<file path="src/rtl/gt_frame_pkg.sv">
// Shared types and constants for the GT frame generator and the RX frame checker.
package gt_frame_pkg;

  typedef enum logic [1:0] {
    StIdle,
    StSop,
    StPayload
  } gt_state_e;

  // PRBS-31, x^31 + x^28 + 1: feedback taps on state bits 30 and 27.
  localparam int unsigned     PRBS_TAP_HI       = 30;
  localparam int unsigned     PRBS_TAP_LO       = 27;
  localparam logic [30:0]     PRBS_DEFAULT_SEED = 31'h7FFF_FFFF;

  localparam logic [63:0]     SOP_CHAR_DEFAULT  = 64'h0000_0000_0000_00fb;
  localparam logic [63:0]     IDLE_CHAR_DEFAULT = 64'h0000_0000_0000_00bc;

endpackage

</file>
<file path="src/rtl/gt_frame_gen_prbs31_par.sv">
// Registered parallel PRBS-31 LFSR: word_o is the next TX_DATA_WIDTH serial bits, bit 0 first.
module gt_prbs31_par
  import gt_frame_pkg::*;
#(
  parameter int unsigned TX_DATA_WIDTH = 64,
  parameter logic [30:0] PRBS_SEED     = PRBS_DEFAULT_SEED
) (
  input  logic                     USER_CLK,
  input  logic                     rst_n,
  input  logic                     load_i,
  input  logic                     advance_i,
  output logic [TX_DATA_WIDTH-1:0] word_o
);

  logic [30:0] lfsr_q;
  logic [30:0] lfsr_adv;
  logic        fb;

  always_comb begin
    lfsr_adv = lfsr_q;
    fb       = 1'b0;
    word_o   = '0;
    for (int i = 0; i < int'(TX_DATA_WIDTH); i++) begin
      fb        = lfsr_adv[PRBS_TAP_HI] ^ lfsr_adv[PRBS_TAP_LO];
      word_o[i] = fb;
      lfsr_adv  = {lfsr_adv[29:0], fb};
    end
  end

  always_ff @(posedge USER_CLK or negedge rst_n) begin
    if (!rst_n) begin
      lfsr_q <= PRBS_SEED;
    end else if (load_i) begin
      lfsr_q <= PRBS_SEED;
    end else if (advance_i) begin
      lfsr_q <= lfsr_adv;
    end
  end

endmodule

</file>
<file path="src/rtl/gt_frame_gen.sv">
// GT TX frame source: SOP word, FRAME_WORDS-1 PRBS-31 payload words, idle commas between frames.
// Optional single-word bit-0 error injection when GT_FRAME_GEN_ERROR_INJECT_EN is defined.
module gt_frame_gen
  import gt_frame_pkg::*;
#(
  parameter int unsigned TX_DATA_WIDTH        = 64,
  parameter int unsigned FRAME_WORDS          = 512,
  parameter logic [63:0] START_OF_PACKET_CHAR = SOP_CHAR_DEFAULT,
  parameter logic [63:0] IDLE_CHAR            = IDLE_CHAR_DEFAULT,
  parameter logic [30:0] PRBS_SEED            = PRBS_DEFAULT_SEED
) (
  input  logic                       USER_CLK,
  input  logic                       SYSTEM_RESET_N,
  input  logic                       ENABLE_IN,
  input  logic                       TX_READY_IN,
  input  logic                       INJECT_ERROR_IN,
  output logic [TX_DATA_WIDTH-1:0]   TX_DATA_OUT,
  output logic [TX_DATA_WIDTH/8-1:0] TX_CHARISK_OUT,
  output logic [15:0]                FRAME_COUNT_OUT,
  output logic                       BUSY_OUT
);

  localparam int unsigned              KW      = TX_DATA_WIDTH / 8;
  localparam logic [KW-1:0]            K_BYTE0 = KW'(1);
  localparam logic [TX_DATA_WIDTH-1:0] SOP_W   = START_OF_PACKET_CHAR[TX_DATA_WIDTH-1:0];
  localparam logic [TX_DATA_WIDTH-1:0] IDLE_W  = IDLE_CHAR[TX_DATA_WIDTH-1:0];
  localparam logic [15:0]              LAST    = 16'(FRAME_WORDS - 1);

  // Assert asynchronously, release after two USER_CLK edges.
  logic [1:0] rst_sync_q;
  logic       rst_n;

  always_ff @(posedge USER_CLK or negedge SYSTEM_RESET_N) begin
    if (!SYSTEM_RESET_N) rst_sync_q <= 2'b00;
    else                 rst_sync_q <= {rst_sync_q[0], 1'b1};
  end
  assign rst_n = rst_sync_q[1];

  gt_state_e               state_q, state_d;
  logic [15:0]             cnt_q, cnt_d;
  logic [15:0]             frame_cnt_q, frame_cnt_d;
  logic [TX_DATA_WIDTH-1:0] tx_data_q, tx_data_d;
  logic [KW-1:0]           tx_charisk_q, tx_charisk_d;
  logic                    busy_q, busy_d;
  logic [TX_DATA_WIDTH-1:0] prbs_word;
  logic [TX_DATA_WIDTH-1:0] flip;

  gt_prbs31_par #(
    .TX_DATA_WIDTH (TX_DATA_WIDTH),
    .PRBS_SEED     (PRBS_SEED)
  ) u_prbs (
    .USER_CLK  (USER_CLK),
    .rst_n     (rst_n),
    .load_i    ((state_q == StSop) || !TX_READY_IN),
    .advance_i ((state_q == StPayload) && TX_READY_IN),
    .word_o    (prbs_word)
  );

`ifdef GT_FRAME_GEN_ERROR_INJECT_EN
  logic inj_armed_q, inj_armed_d;

  always_comb begin
    inj_armed_d = inj_armed_q;
    if (!TX_READY_IN)                                inj_armed_d = 1'b0;
    else if (inj_armed_q && (state_q == StPayload)) inj_armed_d = 1'b0;
    else if (INJECT_ERROR_IN)                        inj_armed_d = 1'b1;
  end

  always_ff @(posedge USER_CLK or negedge rst_n) begin
    if (!rst_n) inj_armed_q <= 1'b0;
    else        inj_armed_q <= inj_armed_d;
  end

  assign flip = {{(TX_DATA_WIDTH-1){1'b0}}, inj_armed_q && (state_q == StPayload)};
`else
  logic unused_inject;
  assign unused_inject = INJECT_ERROR_IN;
  assign flip          = '0;
`endif

  always_comb begin
    state_d = state_q;
    unique case (state_q)
      StIdle:    if (ENABLE_IN) state_d = StSop;
      StSop:     state_d = StPayload;
      StPayload: if (cnt_q == LAST) state_d = ENABLE_IN ? StSop : StIdle;
      default:   state_d = StIdle;
    endcase
    if (!TX_READY_IN) state_d = StIdle;
  end

  always_comb begin
    tx_data_d    = IDLE_W;
    tx_charisk_d = K_BYTE0;
    busy_d       = 1'b0;
    cnt_d        = cnt_q;
    frame_cnt_d  = frame_cnt_q;
    unique case (state_q)
      StSop: begin
        tx_data_d   = SOP_W;
        busy_d      = 1'b1;
        cnt_d       = 16'd1;
        frame_cnt_d = frame_cnt_q + 16'd1;
      end
      StPayload: begin
        tx_data_d    = prbs_word ^ flip;
        tx_charisk_d = '0;
        busy_d       = 1'b1;
        cnt_d        = cnt_q + 16'd1;
      end
      default: ;
    endcase
    // Abort: the word in flight is replaced by idle and the frame is not counted.
    if (!TX_READY_IN) begin
      tx_data_d    = IDLE_W;
      tx_charisk_d = K_BYTE0;
      busy_d       = 1'b0;
      cnt_d        = '0;
      frame_cnt_d  = frame_cnt_q;
    end
  end

  always_ff @(posedge USER_CLK or negedge rst_n) begin
    if (!rst_n) begin
      state_q      <= StIdle;
      cnt_q        <= '0;
      frame_cnt_q  <= '0;
      tx_data_q    <= IDLE_W;
      tx_charisk_q <= K_BYTE0;
      busy_q       <= 1'b0;
    end else begin
      state_q      <= state_d;
      cnt_q        <= cnt_d;
      frame_cnt_q  <= frame_cnt_d;
      tx_data_q    <= tx_data_d;
      tx_charisk_q <= tx_charisk_d;
      busy_q       <= busy_d;
    end
  end

  assign TX_DATA_OUT     = tx_data_q;
  assign TX_CHARISK_OUT  = tx_charisk_q;
  assign FRAME_COUNT_OUT = frame_cnt_q;
  assign BUSY_OUT        = busy_q;

  // A payload word that looks like a control character means the seed is unusable.
  a_payload_guard: assert property (@(posedge USER_CLK) disable iff (!rst_n)
    (state_q == StPayload) |-> ((prbs_word != SOP_W) && (prbs_word != IDLE_W)));

endmodule

</file>
<file path="config.mk">
export PLATFORM = sky130hd
export DESIGN_NAME = gt_frame_gen
export DESIGN_NICKNAME = d
export VERILOG_FILES = /design/src/rtl/gt_frame_pkg.sv /design/src/rtl/gt_frame_gen_prbs31_par.sv /design/src/rtl/gt_frame_gen.sv
export SDC_FILE = /design/constraint.sdc
export NUM_CORES = 1
export LEC_CHECK = 0
export ABC_AREA = 1
export BUFFER_PORTS_ARGS = -buffer_cell sky130_fd_sc_hd__buf_4
export CORE_UTILIZATION = 49
export CTS_CLUSTER_DIAMETER = 60
export DETAILED_ROUTE_END_ITERATION = 10
export PLACE_DENSITY_LB_ADDON = 0.12
export SLEW_MARGIN = 30
export SYNTH_ARGS = -nofsm -noshare
export SYNTH_HDL_FRONTEND = slang
export SYNTH_SLANG_ARGS = --single-unit
</file>
<file path="constraint.sdc">
create_clock -name USER_CLK -period 4.3 [get_ports USER_CLK]
set_clock_uncertainty 0.05 [all_clocks]
set_input_delay 0 -clock USER_CLK [delete_from_list [all_inputs] [get_ports USER_CLK]]
set_output_delay 0 -clock USER_CLK [all_outputs]
set_load 0.005 [all_outputs]
</file>
==> Yosys cells after proc, flatten, opt, wreduce, memory -nomap -nowiden <==
Index checks and enable logic that the tools add are counted.
{ "classes": {"n_addsub": 2, "n_eq_ne": 6, "n_mux": 15, "bitwise_logic": 64, "n_reduce_logical": 8} }
{ "op_table": {"columns": ["operator", "count"], "rows": [
  ["$pmux 64 s2", 1],
  ["$mux 64", 1],
  ["$xor 1x1->1", 64],
  ["$mux 31", 2],
  ["$add 16x1->16 const B", 2],
  ["$pmux 16 s2", 1],
  ["$eq 16x9->1 const B", 1],
  ["$mux 16", 1],
  ["$mux 8", 1],
  ["$mux 2", 3],
  ["$pmux 2 s3", 1],
  ["$mux 1", 4],
  ["$reduce_and 2->1", 2],
  ["$ne 3x1->1 const B", 1],
  ["$ne 3x2->1 const B", 1],
  ["$ne 3x3->1 const B", 1],
  ["$eq 2x1->1 const B", 1],
  ["$eq 2x2->1 const B", 1],
  ["$logic_not 2->1", 1],
  ["$reduce_bool 2->1", 1],
  ["$reduce_or 2->1", 1],
  ["$logic_and 1x1->1", 1],
  ["$logic_not 1->1", 1],
  ["$logic_or 1x1->1", 1]
]} }
{ "totals": {"ff_bits": 140, "input_bits": 5, "output_inout_bits": 89, "wordCells": 103} }

==> Depth between registers and ports, before layout <==
{ "depth": {"word_depth": 5, "depth_mapped": 10} }

==> Hierarchy <==
From an unflattened synthesis, not the netlist that was laid out.
{ "hier_totals": {"hier_cells": 800, "area_unflattened_um2": 6530.0} }
{ "by_module_without_submodules": {"columns": ["mod", "instances", "cells_each", "area_per_inst_um2", "seq_area_each_um2"], "rows": [
  ["gt_frame_gen", 1, 477, 4249.1, 2560.0],
  ["gt_prbs31_par", 1, 323, 2280.9, 814.5]
]} }

==> Least setup slack after synthesis <==
OpenSTA, ideal clock, no wires.
{ "synth_timing": {"kind": "reg-to-reg", "startpoint": "register state_q[1]", "endpoint": "register frame_cnt_q[15], in the netlist FRAME_COUNT_OUT[15]", "setup_time_ns": 0.117, "t_arrival_ns": 1.329, "t_required_ns": 4.133, "slack_ns": 2.804, "stages_incl_launch_ff": 10, "path_buffers": 0, "period_less_slack_ns": 1.496, "path_cell_list": "dfrtp_1 -> inv_1 -> ha_1 -> nand3_2 -> nor2_4 -> nand2_4 -> nor2_4 -> nand3_2 -> nand2_1 -> nand2_1"} }
{ "synth_between": {"elab_chain_cells": 2} }
{ "synth_rtl": {"columns": ["element", "line_no", "rtl"], "rows": [
  ["from (decl)", "gt_frame_gen.sv:39", "gt_state_e state_q, state_d;"],
  ["from (signal assigned)", "gt_frame_gen.sv:125", "state_q <= StIdle;"],
  ["from (signal assigned)", "gt_frame_gen.sv:132", "state_q <= state_d;"],
  ["$eq 2x1->1", "gt_frame_gen.sv:98", "unique case (state_q)"],
  ["$reduce_and 2->1 (no line)", null, null],
  ["to (signal assigned)", "gt_frame_gen.sv:134", "frame_cnt_q <= frame_cnt_d;"],
  ["to (decl)", "gt_frame_gen.sv:41", "logic [15:0] frame_cnt_q, frame_cnt_d;"]
]} }
Every way passes these cells.
A chain may end at the register's enable or synchronous reset.

==> Final worst setup path <==
{ "layout_timing": {"startpoint": "register state_q[1]", "endpoint": "register cnt_q[10]"} }
{ "layout_between": {"elab_chain_cells": 3} }
{ "layout_rtl": {"columns": ["element", "line_no", "rtl"], "rows": [
  ["$eq 2x2->1 / $eq 2x1->1 (equally long branches)", "gt_frame_gen.sv:98", null],
  ["$pmux 16 s2", "gt_frame_gen.sv:98", null],
  ["$mux 16", "gt_frame_gen.sv:114", "if (!TX_READY_IN) begin"],
  ["to (signal assigned)", "gt_frame_gen.sv:133", "cnt_q <= cnt_d;"],
  ["to (decl)", "gt_frame_gen.sv:40", "logic [15:0] cnt_q, cnt_d;"]
]} }
Parallel ways exist; a longest one is shown, timed or not.

==> metrics.csv <==
metric;value;unit
number of gates resized after cts;0;
synthesized area;6020;um^2
Remaining Overflow, GRT;0;
leakage power;3.50;nW
shortest period the worst path allows;2.36;ns
reg2reg end;cnt_q[10];
VDD IR-drop max;0.360;mV
placed inst area;6720;um^2
antenna-violating nets left;0;
Worst-Skew Late Latency;0.42;ns
Horiz. Die Dim;113;um
synth cell count leaders;132 x nand2_1, 96 x dfrtp_1, 74 x nor2_1, 39 x inv_1, 37 x dfstp_2;
DR vias/cell;5.06;
Fill cells;1007;
Area contributors post-synth;dfrtp_1 40%, dfstp_2 16%, nand2_1 8.2%;
critical path depth;9;
drt wl/cell;14.7;um
CTS Sinks;133;
I/O pins;94;
ys async rst share;1.00;
RSZ-0062 raised after global routing;false;
depth of the most critical reg-to-reg path;9;
Yosys warning count;0;
final worst-path cycle share;0.550;
H-tree levels;4;
Crit path max-delay family;simple AND/OR/NAND/NOR gates;
Slew HR;0.457;
area share of the largest cell type after synthesis;0.399;
Worst Max-Slew Pin Slew;0.813;ns
Crit-path slowest cell;nand2_1;
failing checks;DRC;
Max-Cap Viols;0;
Seq/Total Area, Yosys;0.560;
Netlist cell types;35;
Crit Path Class;flip-flop to flip-flop;
largest net degree at the start of global routing;50;
Post-synth top flop;dfrtp_1;
Data arrival, critical path;2.63;ns
multi-input logic area;2280;um^2
CTS root buf;clkbuf_16;
setup_tns;0;ns
count leader, synth;nand2_1;
CTS tree;built;
Remaining DRCs;1;
pwr dens;546;nW/um^2
Final Setup Violations;0;
CP Cell Sequence;inv_1, ha_1, inv_2, nand2_1, nand2_1, nand2_1, nand2_1, nand2_1, inv_1;
worst r2r src;state_q[1];
Non-Filler Instances;874;
Die ar.;12700;um^2
cell area after layout;7380;um^2
die height;113;um
Max FO, Critical Path;22;
final wirelength;12900;um
cells after synthesis;634;
most used cell, CP;nand2_1;
Post-synth EDFFs;0;
GPL Wtd Cong;0.859;
CTS buffer count;17;
final core occ;0.614;
Longest Clk Path Bufs;2;
crit path to;cnt_q[10];
Power Total;4.03;mW
Hold Fails Final Rpt;0;
synthesis-stage register bit count;133;
Worst Path Required;4.57;ns
share of layout cells above drive strength 1;0.257;
initial antenna violation count;0;
Critical path origin;state_q[1];
Core Area;12000;um^2
outcome;finished with violations;
flop-to-flop setup slack;1.94;ns
syn_area_per_cell;9.50;um^2
Max Transition Viols Final;0;
f_max;423;MHz
number of global-route vias before repair;4139;
Hold WC Path Type;flip-flop to async pin;
drt pass-1 iters;7;
global-route wire length before repair;20700;um
Seq. cell area;3380;um^2
vias after detailed routing;4424;
Cells after DPL;838;
initial drt markers;244;
Area Overhead vs Synth;22.5;%
Clock transition at path regs;0.06;ns
diodes inserted;0;
setup ws final;1.94;ns
WHS;0.254;ns
max incr delay on CP;0.62;ns
Rows;40;
Place WS;1.98;ns
Startpoint Class;flip-flop;
worst path bufs/invs;3;
Tot GR Track Use;0.214;
I/O Buffers;85;
crit end category;flip-flop;
NumNets Final;725;
area leader, netlist;dfrtp_1;
starting density of the core;0.501;
HPWL Detailed;8880;um
## worst register-to-register path: stages (launching register included)
cell and delay (ns):
dfrtp_1 0.41, inv_1 0.09, ha_1 0.32, inv_2 0.13
nand2_1 0.62, nand2_1 0.30, nand2_1 0.18, nand2_1 0.07
nand2_1 0.07, inv_1 0.04
## cell type report
class	count	area share
clock buffer	23	0.0661
clock inverter	9	0.0170
inverter	48	0.0251
multi-input combinational	422	0.310
sequential	133	0.458
tap	147	0.0249
timing repair buffer	92	0.0994
## report_power, final
| part | internal, mW | switching, mW |
|---|---|---|
| combinational | 0.350 | 0.574 |
| clock | 0.968 | 0.518 |
| sequential | 1.45 | 0.168 |
## metal layers
metal,vias up,routed length [um],GRT usage
met3,15,537,0.0530
li1,2145,-,-
met4,0,174,0.0912
met1,2149,5850,0.278
met2,115,6300,0.344
met5,-,0,0
## state kept, by name (all words and copies together) (netlist names)
name,flops
TX_DATA_OUT,64
TX_CHARISK_OUT,1
FRAME_COUNT_OUT,16
state_q,2
rst_sync_q,2
u_prbs.lfsr_q,31
cnt_q,16
BUSY_OUT,1
## placed cells by master (no fill, tap or decap), drive strengths merged
cell type,n
ha,6
clkbuf,23
o21bai,2
a31oi,1
a21oi,36
o211ai,4
dlygate4sd3,4
dfrtp,96
dfstp,37
o22ai,1
o2bb2ai,1
or2,2
inv,48
conb,8
xor2,32
nor2,81
clkinv,4
a22o,1
nor3,22
nand3,27
bufinv,3
o21ai,16
xnor2,37
buf,88
nand4,7
clkinvlp,2
nand2,138
## repair_timing
action                    4_1_cts  5_1_grt
hold buffers                    4        0
setup buffers                   0        0
hold endpoints to repair        9        0
## cell families after synthesis
group / share of synthesized area
AND/OR/NAND/NOR: 0.204
adder cells (fa/ha/maj): 0.0125
flip-flops: 0.560
buffers and inverters: 0.0644
XOR/XNOR: 0.102
AO/OA/AOI/OAI: 0.0557
other: 0.00125
## worst min-delay path by stage
| stage | slack [ns] | start | to |
|---|---|---|---|
| after floorplan | -0.35 | SYSTEM_RESET_N | rst_sync_q[0] |
| after global placement | -0.27 | SYSTEM_RESET_N | rst_sync_q[0] |
| final | 0.25 | rst_sync_q[1] | TX_DATA_OUT[23] |
| after global routing | 0.30 | rst_sync_q[1] | TX_DATA_OUT[56] |
| after CTS | 0.28 | rst_sync_q[1] | TX_DATA_OUT[20] |
| after detailed placement | -0.27 | SYSTEM_RESET_N | rst_sync_q[0] |
No activity file was read; power rests on OpenSTA's default activity.
